## config.mk

```make
export PLATFORM = sky130hd
export DESIGN_NAME = multicycle_controller
export DESIGN_NICKNAME = d
export VERILOG_FILES = /design/src/rtl/multicycle_controller_pkg.sv /design/src/rtl/mem_wait_timer.sv /design/src/rtl/multicycle_controller.sv
export SDC_FILE = /design/constraint.sdc
export NUM_CORES = 1
export LEC_CHECK = 0
export CAP_MARGIN = 40
export CORE_UTILIZATION = 41
export DETAILED_ROUTE_END_ITERATION = 16
export PLACE_DENSITY = 0.81
export SETUP_SLACK_MARGIN = 0.05
export SLEW_MARGIN = 20
export SYNTH_ARGS = -nofsm -noshare
export SYNTH_HDL_FRONTEND = slang
export SYNTH_HIERARCHICAL = 1
export SYNTH_SLANG_ARGS = --single-unit
```

## constraint.sdc

```tcl
create_clock -name clk -period 2.5 [get_ports clk]
set_clock_uncertainty 0.1 [all_clocks]
set_input_delay 0.5 -clock clk [delete_from_list [all_inputs] [get_ports clk]]
set_output_delay 0.5 -clock clk [all_outputs]
set_load 0.03 [all_outputs]
```

## src/rtl/multicycle_controller_pkg.sv

```systemverilog
// rtl/multicycle_controller_pkg.sv - shared encodings for the multicycle CPU controller
package multicycle_controller_pkg;

    typedef enum logic [3:0] {
        S_IDLE     = 4'd0,
        S_FETCH    = 4'd1,
        S_DECODE   = 4'd2,
        S_MEMADR   = 4'd3,
        S_MEMREAD  = 4'd4,
        S_MEMWB    = 4'd5,
        S_MEMWRITE = 4'd6,
        S_EXECR    = 4'd7,
        S_EXECI    = 4'd8,
        S_ALUWB    = 4'd9,
        S_BEQ      = 4'd10,
        S_JAL      = 4'd11,
        S_FAULT    = 4'd12
    } state_e;

    localparam logic [6:0] OP_LOAD   = 7'b0000011;
    localparam logic [6:0] OP_STORE  = 7'b0100011;
    localparam logic [6:0] OP_RTYPE  = 7'b0110011;
    localparam logic [6:0] OP_ITYPE  = 7'b0010011;
    localparam logic [6:0] OP_BRANCH = 7'b1100011;
    localparam logic [6:0] OP_JAL    = 7'b1101111;

    localparam logic       ADR_PC     = 1'b0;
    localparam logic       ADR_ALUOUT = 1'b1;

    localparam logic [1:0] SRCA_PC    = 2'd0;
    localparam logic [1:0] SRCA_OLDPC = 2'd1;
    localparam logic [1:0] SRCA_RS1   = 2'd2;

    localparam logic [1:0] SRCB_RS2   = 2'd0;
    localparam logic [1:0] SRCB_IMM   = 2'd1;
    localparam logic [1:0] SRCB_FOUR  = 2'd2;

    localparam logic [1:0] ALUOP_ADD   = 2'd0;
    localparam logic [1:0] ALUOP_SUB   = 2'd1;
    localparam logic [1:0] ALUOP_FUNCT = 2'd2;

    localparam logic [1:0] RES_ALUOUT    = 2'd0;
    localparam logic [1:0] RES_MEMDATA   = 2'd1;
    localparam logic [1:0] RES_ALURESULT = 2'd2;

    // States that hold a memory request open and are guarded by the timeout.
    function automatic logic is_mem_wait(input state_e s);
        return (s == S_FETCH) || (s == S_MEMREAD) || (s == S_MEMWRITE);
    endfunction

endpackage

```

## src/rtl/mem_wait_timer.sv

```systemverilog
// rtl/mem_wait_timer.sv - saturating mem_ready wait counter with timeout flag
module mem_wait_timer #(
    parameter int unsigned TIMEOUT_CYCLES = 255
) (
    input  logic clk,
    input  logic rst_n,
    input  logic active_i,
    input  logic mem_ready_i,
    output logic expired_o
);

    localparam int unsigned CW  = (TIMEOUT_CYCLES < 2) ? 1 : $clog2(TIMEOUT_CYCLES + 1);
    localparam int unsigned CW1 = CW + 1;
    localparam logic [CW-1:0] CNT_MAX = '1;
    localparam logic [CW:0]   LIMIT   = CW1'(TIMEOUT_CYCLES);

    logic [CW-1:0] cnt_q, cnt_d;
    logic [CW:0]   cnt_inc;

    // Leaving a wait state always coincides with mem_ready (or FAULT), so
    // clearing on mem_ready also clears on entry to the next wait state.
    always_comb begin
        cnt_d = cnt_q;
        if (!active_i || mem_ready_i) begin
            cnt_d = '0;
        end else if (cnt_q != CNT_MAX) begin
            cnt_d = cnt_q + CW'(1);
        end
    end

    always_ff @(posedge clk or negedge rst_n) begin
        if (!rst_n) begin
            cnt_q <= '0;
        end else begin
            cnt_q <= cnt_d;
        end
    end

    // mem_ready wins a tie with the final allowed wait cycle.
    assign cnt_inc   = {1'b0, cnt_q} + CW1'(1);
    assign expired_o = active_i && !mem_ready_i && (cnt_inc >= LIMIT);

endmodule

```

## src/rtl/multicycle_controller.sv

```systemverilog
// rtl/multicycle_controller.sv - multicycle RISC-V style control FSM with memory timeout
module multicycle_controller
    import multicycle_controller_pkg::*;
#(
    parameter int unsigned TIMEOUT_CYCLES = 255
) (
    input  logic        clk,
    input  logic        rst_n,
    input  logic [31:0] instruction,
    input  logic        zero,
    input  logic        mem_ready,
    output logic        mem_req,
    output logic        mem_we,
    output logic        pc_write,
    output logic        ir_write,
    output logic        reg_write,
    output logic        adr_src,
    output logic [1:0]  alu_src_a,
    output logic [1:0]  alu_src_b,
    output logic [1:0]  alu_op,
    output logic [1:0]  result_src,
    output logic        instr_done,
    output logic        fault,
    output logic        illegal,
    output logic [3:0]  state
);

    state_e     state_q, state_d;
    logic       wait_expired;
    logic [6:0] opcode;
    logic [2:0] funct3;
    logic       unused_instr_bits;

    assign opcode            = instruction[6:0];
    assign funct3            = instruction[14:12];
    assign unused_instr_bits = ^{instruction[31:15], instruction[11:7]};
    assign state             = state_q;

    mem_wait_timer #(
        .TIMEOUT_CYCLES(TIMEOUT_CYCLES)
    ) u_timer (
        .clk        (clk),
        .rst_n      (rst_n),
        .active_i   (is_mem_wait(state_q)),
        .mem_ready_i(mem_ready),
        .expired_o  (wait_expired)
    );

    always_ff @(posedge clk or negedge rst_n) begin
        if (!rst_n) begin
            state_q <= S_IDLE;
        end else begin
            state_q <= state_d;
        end
    end

    always_comb begin
        state_d    = state_q;
        mem_req    = 1'b0;
        mem_we     = 1'b0;
        pc_write   = 1'b0;
        ir_write   = 1'b0;
        reg_write  = 1'b0;
        adr_src    = ADR_PC;
        alu_src_a  = SRCA_PC;
        alu_src_b  = SRCB_RS2;
        alu_op     = ALUOP_ADD;
        result_src = RES_ALUOUT;
        instr_done = 1'b0;
        fault      = 1'b0;
        illegal    = 1'b0;

        case (state_q)
            S_IDLE: state_d = S_FETCH;
            S_FETCH: begin
                mem_req    = 1'b1;
                adr_src    = ADR_PC;
                alu_src_a  = SRCA_PC;
                alu_src_b  = SRCB_FOUR;
                alu_op     = ALUOP_ADD;
                result_src = RES_ALURESULT;
                ir_write   = mem_ready;
                pc_write   = mem_ready;
                if (mem_ready)         state_d = S_DECODE;
                else if (wait_expired) state_d = S_FAULT;
            end
            S_DECODE: begin
                // ALU precomputes the branch target from oldPC + imm.
                alu_src_a = SRCA_OLDPC;
                alu_src_b = SRCB_IMM;
                alu_op    = ALUOP_ADD;
                case (opcode)
                    OP_LOAD, OP_STORE: state_d = S_MEMADR;
                    OP_RTYPE:          state_d = S_EXECR;
                    OP_ITYPE:          state_d = S_EXECI;
                    OP_BRANCH:         state_d = S_BEQ;
                    OP_JAL:            state_d = S_JAL;
                    default: begin
                        illegal = 1'b1;
                        state_d = S_FETCH;
                    end
                endcase
            end
            S_MEMADR: begin
                alu_src_a = SRCA_RS1;
                alu_src_b = SRCB_IMM;
                alu_op    = ALUOP_ADD;
                state_d   = (opcode == OP_LOAD) ? S_MEMREAD : S_MEMWRITE;
            end
            S_MEMREAD: begin
                mem_req    = 1'b1;
                adr_src    = ADR_ALUOUT;
                result_src = RES_ALUOUT;
                if (mem_ready)         state_d = S_MEMWB;
                else if (wait_expired) state_d = S_FAULT;
            end
            S_MEMWB: begin
                result_src = RES_MEMDATA;
                reg_write  = 1'b1;
                instr_done = 1'b1;
                state_d    = S_FETCH;
            end
            S_MEMWRITE: begin
                mem_req    = 1'b1;
                mem_we     = 1'b1;
                adr_src    = ADR_ALUOUT;
                instr_done = mem_ready;
                if (mem_ready)         state_d = S_FETCH;
                else if (wait_expired) state_d = S_FAULT;
            end
            S_EXECR: begin
                alu_src_a = SRCA_RS1;
                alu_src_b = SRCB_RS2;
                alu_op    = ALUOP_FUNCT;
                state_d   = S_ALUWB;
            end
            S_EXECI: begin
                // addi must add even when imm[10] (instruction[30]) is set.
                alu_src_a = SRCA_RS1;
                alu_src_b = SRCB_IMM;
                alu_op    = (funct3 == 3'b000) ? ALUOP_ADD : ALUOP_FUNCT;
                state_d   = S_ALUWB;
            end
            S_ALUWB: begin
                result_src = RES_ALUOUT;
                reg_write  = 1'b1;
                instr_done = 1'b1;
                state_d    = S_FETCH;
            end
            S_BEQ: begin
                alu_src_a  = SRCA_RS1;
                alu_src_b  = SRCB_RS2;
                alu_op     = ALUOP_SUB;
                result_src = RES_ALUOUT;
                pc_write   = zero;
                instr_done = 1'b1;
                state_d    = S_FETCH;
            end
            S_JAL: begin
                alu_src_a  = SRCA_OLDPC;
                alu_src_b  = SRCB_FOUR;
                alu_op     = ALUOP_ADD;
                result_src = RES_ALUOUT;
                pc_write   = 1'b1;
                state_d    = S_ALUWB;
            end
            S_FAULT: fault = 1'b1;
            default: state_d = S_IDLE;
        endcase
    end

endmodule

```

# Word-level counts from Yosys, hierarchy flattened
# Index checks and enable logic that the tools add are counted.
[op_classes]
addsub = 2
order_cmp = 1
n_eq_ne = 19
n_mux = 24
n_reduce_logical = 22
[ops]
columns = ["cell", "count"]
rows = [
  ["$pmux 4 s8", 1],
  ["$eq 4x4->1 const B", 5],
  ["$pmux 4 s5", 1],
  ["$eq 4x3->1 const B", 4],
  ["$mux 4", 4],
  ["$mux 8", 2],
  ["$eq 7x6->1 const B", 2],
  ["$eq 7x7->1 const B", 2],
  ["$pmux 2 s2", 3],
  ["$reduce_or 3->1", 4],
  ["$reduce_or 2->1", 5],
  ["$add 8x1->9 const B", 1],
  ["$ge 9x8->1 const B", 1],
  ["$add 8x1->8 const B", 1],
  ["$eq 4x2->1 const B", 2],
  ["$mux 1", 8],
  ["$ne 8x8->1 const B", 1],
  ["$reduce_or 4->1", 2],
  ["$eq 7x2->1 const B", 1],
  ["$eq 7x5->1 const B", 1],
  ["$pmux 2 s3", 1],
  ["$reduce_or 6->1", 1],
  ["$eq 4x1->1 const B", 1],
  ["$logic_not 4->1", 1],
  ["8 further kinds", 13],
]
[totals]
reg_bits = 12
inputBits = 36

# Depth between registers and ports, before layout
[depth]
depth_word = 8
depth_mapped = 11
ltp_nobuf = 11

# Cells and area by module
# Netlist, hierarchy kept.
[modules_own_cells]
columns = ["module", "instances", "cells_per_inst", "area_per_inst_um2", "seq_area_each_um2"]
rows = [
  ["multicycle_controller", 1, 86, 634.4, 100.1],
  ["mem_wait_timer", 1, 59, 554.3, 200.2],
]

# Worst setup path after synthesis
# Ideal clock, no wire load.
[synth_timing]
path_type = "register to register"
start = "register state_q[2] (netlist: state[2])"
end = "register state_q[3] (netlist: state[3])"
arrival_ns = 2.986
setup_slack_ns = -0.665
stages_incl_launch_ff = 12
period_less_slack_ns = 3.165
path_cell_list = "dfrtp_1 -> clkbuf_8 -> nor3_1 -> or2_2 -> nor2b_1 -> and3_1 -> o221ai_1 -> o22ai_1 -> nor2b_1 -> a21oi_1 -> a31oi_1 -> a2bb2oi_1"
[synth_between]
elab_chain_len = 8
elab_cells_between_ends = 24
classes_between = "eq/ne (12); mux (5); reduce/logical (7)"
[synth_lines]
columns = ["item", "line", "rtl"]
rows = [
  ["start: declaration", "multicycle_controller.sv:28", "state_e state_q, state_d;"],
  ["start signal: assignment", "multicycle_controller.sv:53", "state_q <= state_d;"],
  ["$eq 4x1->1 / $eq 4x3->1 (equally long branches)", "multicycle_controller_pkg.sv:48", "return (s == S_FETCH) || (s == S_MEMREAD) || (s == S_MEMWRITE);"],
  ["$logic_or 1x1->1", "multicycle_controller_pkg.sv:48", ""],
  ["$logic_or 1x1->1 (*)", "multicycle_controller_pkg.sv:48", ""],
  ["$logic_and 1x1->1 (*) (2 in series)", "mem_wait_timer.sv:41", "assign expired_o = active_i && !mem_ready_i && (cnt_inc >= LIMIT);"],
  ["via wait_expired", "multicycle_controller.sv:29", "logic wait_expired;"],
  ["$mux 4 (*)", "-", ""],
  ["$mux 4 (on tied branches)", "-", ""],
  ["$pmux 4 s8 (*)", "multicycle_controller.sv:73", "case (state_q)"],
]
# Mark *: on every way through the listed nets, which the timed path passes. The rest lies on a longest branch.
# A chain may end at the register's enable or synchronous reset.

# Worst setup path in the final report
[layout_timing]
start = "input mem_ready"
end = "output pc_write"
[layout_between]
elab_chain_len = 1
[layout_lines]
columns = ["item", "line", "rtl"]
rows = [
  ["start: declaration", "multicycle_controller.sv:11", "input logic mem_ready,"],
  ["$pmux 1 s3", "multicycle_controller.sv:73", ""],
  ["end: declaration", "multicycle_controller.sv:14", "output logic pc_write,"],
]
# No other way between the ends.

==> flow_metrics.tcl <==
set metrics [dict create \
    crit_path_end_kind "primary output" \
    drv_slew 0 \
    synth_xor_xnor_area_share_pct 2.95 \
    grt_max_degree 13 \
    io_pins 57 \
    synth_area_per_cell_um2 8.20 \
    start_kind "input pin" \
    synthFlopType "dfrtp_1" \
    portBuffers 34 \
    synth-seq-cells 12 \
    dieWidth_um 55.8 \
    nets 235 \
    async_flop_share_pct 100 \
    synth_compound_area_share_pct 26.8 \
    worstHoldPathType "input pin to async pin" \
    coreArea_mm2 0.00276 \
    vdd_drop_max_v 0.000899 \
    reg2regPathDepth 11 \
    synth_edf_count 0 \
    post_drt_wl_per_cell_um 14.6 \
    syn-cell-area_mm2 0.00119 \
    fmax_mhz 420 \
    syn2layout_area_growth_pct 48.3 \
    cp.required_ns 1.90 \
    fin_area_mm2 0.00176 \
    r2r_start "state[3]$_DFFE_PN0N_" \
    rsz0062_at_grt "true" \
    r2r_end "state[3]$_DFFE_PN0N_" \
    num_rows 19 \
    synth_simple_gate_area_share_pct 34.2 \
    synth_cells 145 \
    tightest_slew_ns 0.524 \
    overflow 0 \
    synth_top_family_by_area "simple AND/OR/NAND/NOR gates" \
    dr.pass1.iters 4 \
    syn_nets 183 \
    synth_top_area_share_pct 25.3 \
    synth_top_cell_by_area "dfrtp_1" \
    n_antenna_cell 0 \
    period_needed_ns 2.38 \
    maxCapViolCount 0 \
    synth.distinct_cells 55 \
    grt_pass1_wl_um 5240 \
    wl_um 3320 \
    path_max_fanout 10 \
    cts_buffers 3 \
    setup_viol 0 \
    drc 0 \
    max_slew_margin_pct 64.9 \
    layout_commonest_cell "buf_4" \
    leakage_nw 0.786 \
    synth_mux_area_share_pct 0.842 \
    hpwl_um 2460 \
    final.period_utilization_pct 95.2 \
    drive_above_1_share_pct 30.1 \
    grt_pass1_vias 1222 \
    ys_top_cells_by_area "dfrtp_1, nor2_1, a21oi_1" \
    clock_latency_ns 0.27 \
    post_drt_via_cell_ratio 5.85 \
    via_count 1328 \
    ys_seq_area_share_pct 25.3 \
    drtAntennaViolNets 0 \
    clk_pin_slew_ns 0.08 \
    status "finished clean" \
    dieHeight_um 55.8 \
    grt_antenna_before_repair 0 \
    fp.dieArea_mm2 0.00312 \
    gp_congestion 0.933 \
    synthAdderAreaFrac_pct 2.95 \
    htree_levels 1 \
    synth_warnings 6 \
    cts_root_buffer "clkbuf_4" \
    power_density_mw_per_mm2 1020 \
    power_mw 1.79 \
    drt_iter0_markers 56 \
    post_dp_cell_area_mm2 0.00167 \
    start_util_pct 43.1 \
    gr-usage-all-layers_pct 20.8 \
    r2r_setup_slack_ns 0.15 \
    clockBufferDepth 2 \
    hold_viol_final 0 \
    cp.arrival_ns 1.78 \
    worst-setup-path-type "input pin to primary output" \
    cts.sinks 12 \
    cts_tree "built" \
    final_cell_mix "buf_4, clkdlybuf4s50_1, nor2_1" \
]
metal layers:
layer  track usage [%]  part of all wire, %
met1              22.5                   40
met2              41.1                   54
met3              4.19                  5.8
met4              4.18                 0.69
met5                 0                    0
Yosys cell counts (3+ instances only):
library cell / count
nor2b_1: 4
nor3_1: 7
and3_1: 3
or2_2: 4
nand2b_1: 8
a31oi_1: 3
o21ai_0: 6
nor2_1: 15
xor2_1: 3
nand2_1: 11
a21oi_1: 10
dfrtp_1: 12
inv_1: 5
nand3_1: 4
worst max-delay path by stage:
stage / endpoint / from / slack, ns / cells after the start
6_report: pc_write / mem_ready / 0.12 / 7
3_5_place_dp: illegal / instruction[6] / 0.04 / 6
4_1_cts: illegal / instruction[5] / 0.06 / 6
5_1_grt: state[2]$_DFFE_PN0N_ / state[3]$_DFFE_PN0N_ / 0.02 / 11
2_1_floorplan: state[2]$_DFFE_PN0N_ / state[1]$_DFFE_PN0N_ / -0.002 / 11
3_3_place_gp: alu_op[1] / instruction[13] / 0.04 / 4
cell type report:
cell class                 instances  area (µm²)
clock buffer                       4        36.3
tap                               31        38.8
sequential                        12         307
timing repair buffer              54         488
fill                             229         995
inverter                           5        18.8
multi-input combinational        121         875
power breakdown:
part | switching (mW) | total (mW) | leakage, nW | internal (mW)
Clock | 0.0615 | 0.150 | 0.0210 | 0.0885
Combinational | 0.749 | 1.32 | 0.611 | 0.567
Sequential | 0.0838 | 0.324 | 0.154 | 0.240
worst max-delay path, stage by stage:
cell and delay (ns):
clkdlybuf4s50_1 0.54, buf_4 0.20, nand2b_1 0.06, o21ai_0 0.14, a32oi_1 0.07, nor2_1 0.09, buf_4 0.16
flip-flops by register name, indices dropped and copies added, names as in the netlist:
signal         flops
state              4
u_timer/cnt_q      8
repair_timing:
action,in CTS,in global routing
hold buffers,0,0
buffers inserted,0,4
pin swaps,0,3
endpoints found under the setup margin,10,6
endpoints found under the hold margin,0,0
resized for setup,11,14
per-stage QoR:
step	TNS [ns]	hold slack [ns]	setup WS [ns]	util, %	instances
6_report	0	0.470	0.119	63.9	227
4_1_cts	0	0.468	0.0636	61.5	223
3_3_place_gp	0	0.446	0.0449	60.6	219
5_1_grt	0	0.497	0.0183	63.9	227
3_5_place_dp	0	0.485	0.0390	60.6	219
2_1_floorplan	-0.00225	0.104	-0.00225	-	145
kinds of logic after synthesis:
family / Yosys count
AOI/OAI and AO/OA: 43
muxes: 1
buffers and inverters: 12
adders and majority gates: 3
xor gates and xnor gates: 4
and+or+nand+nor: 70
DFF: 12
(Power assumes the default switching activity.)
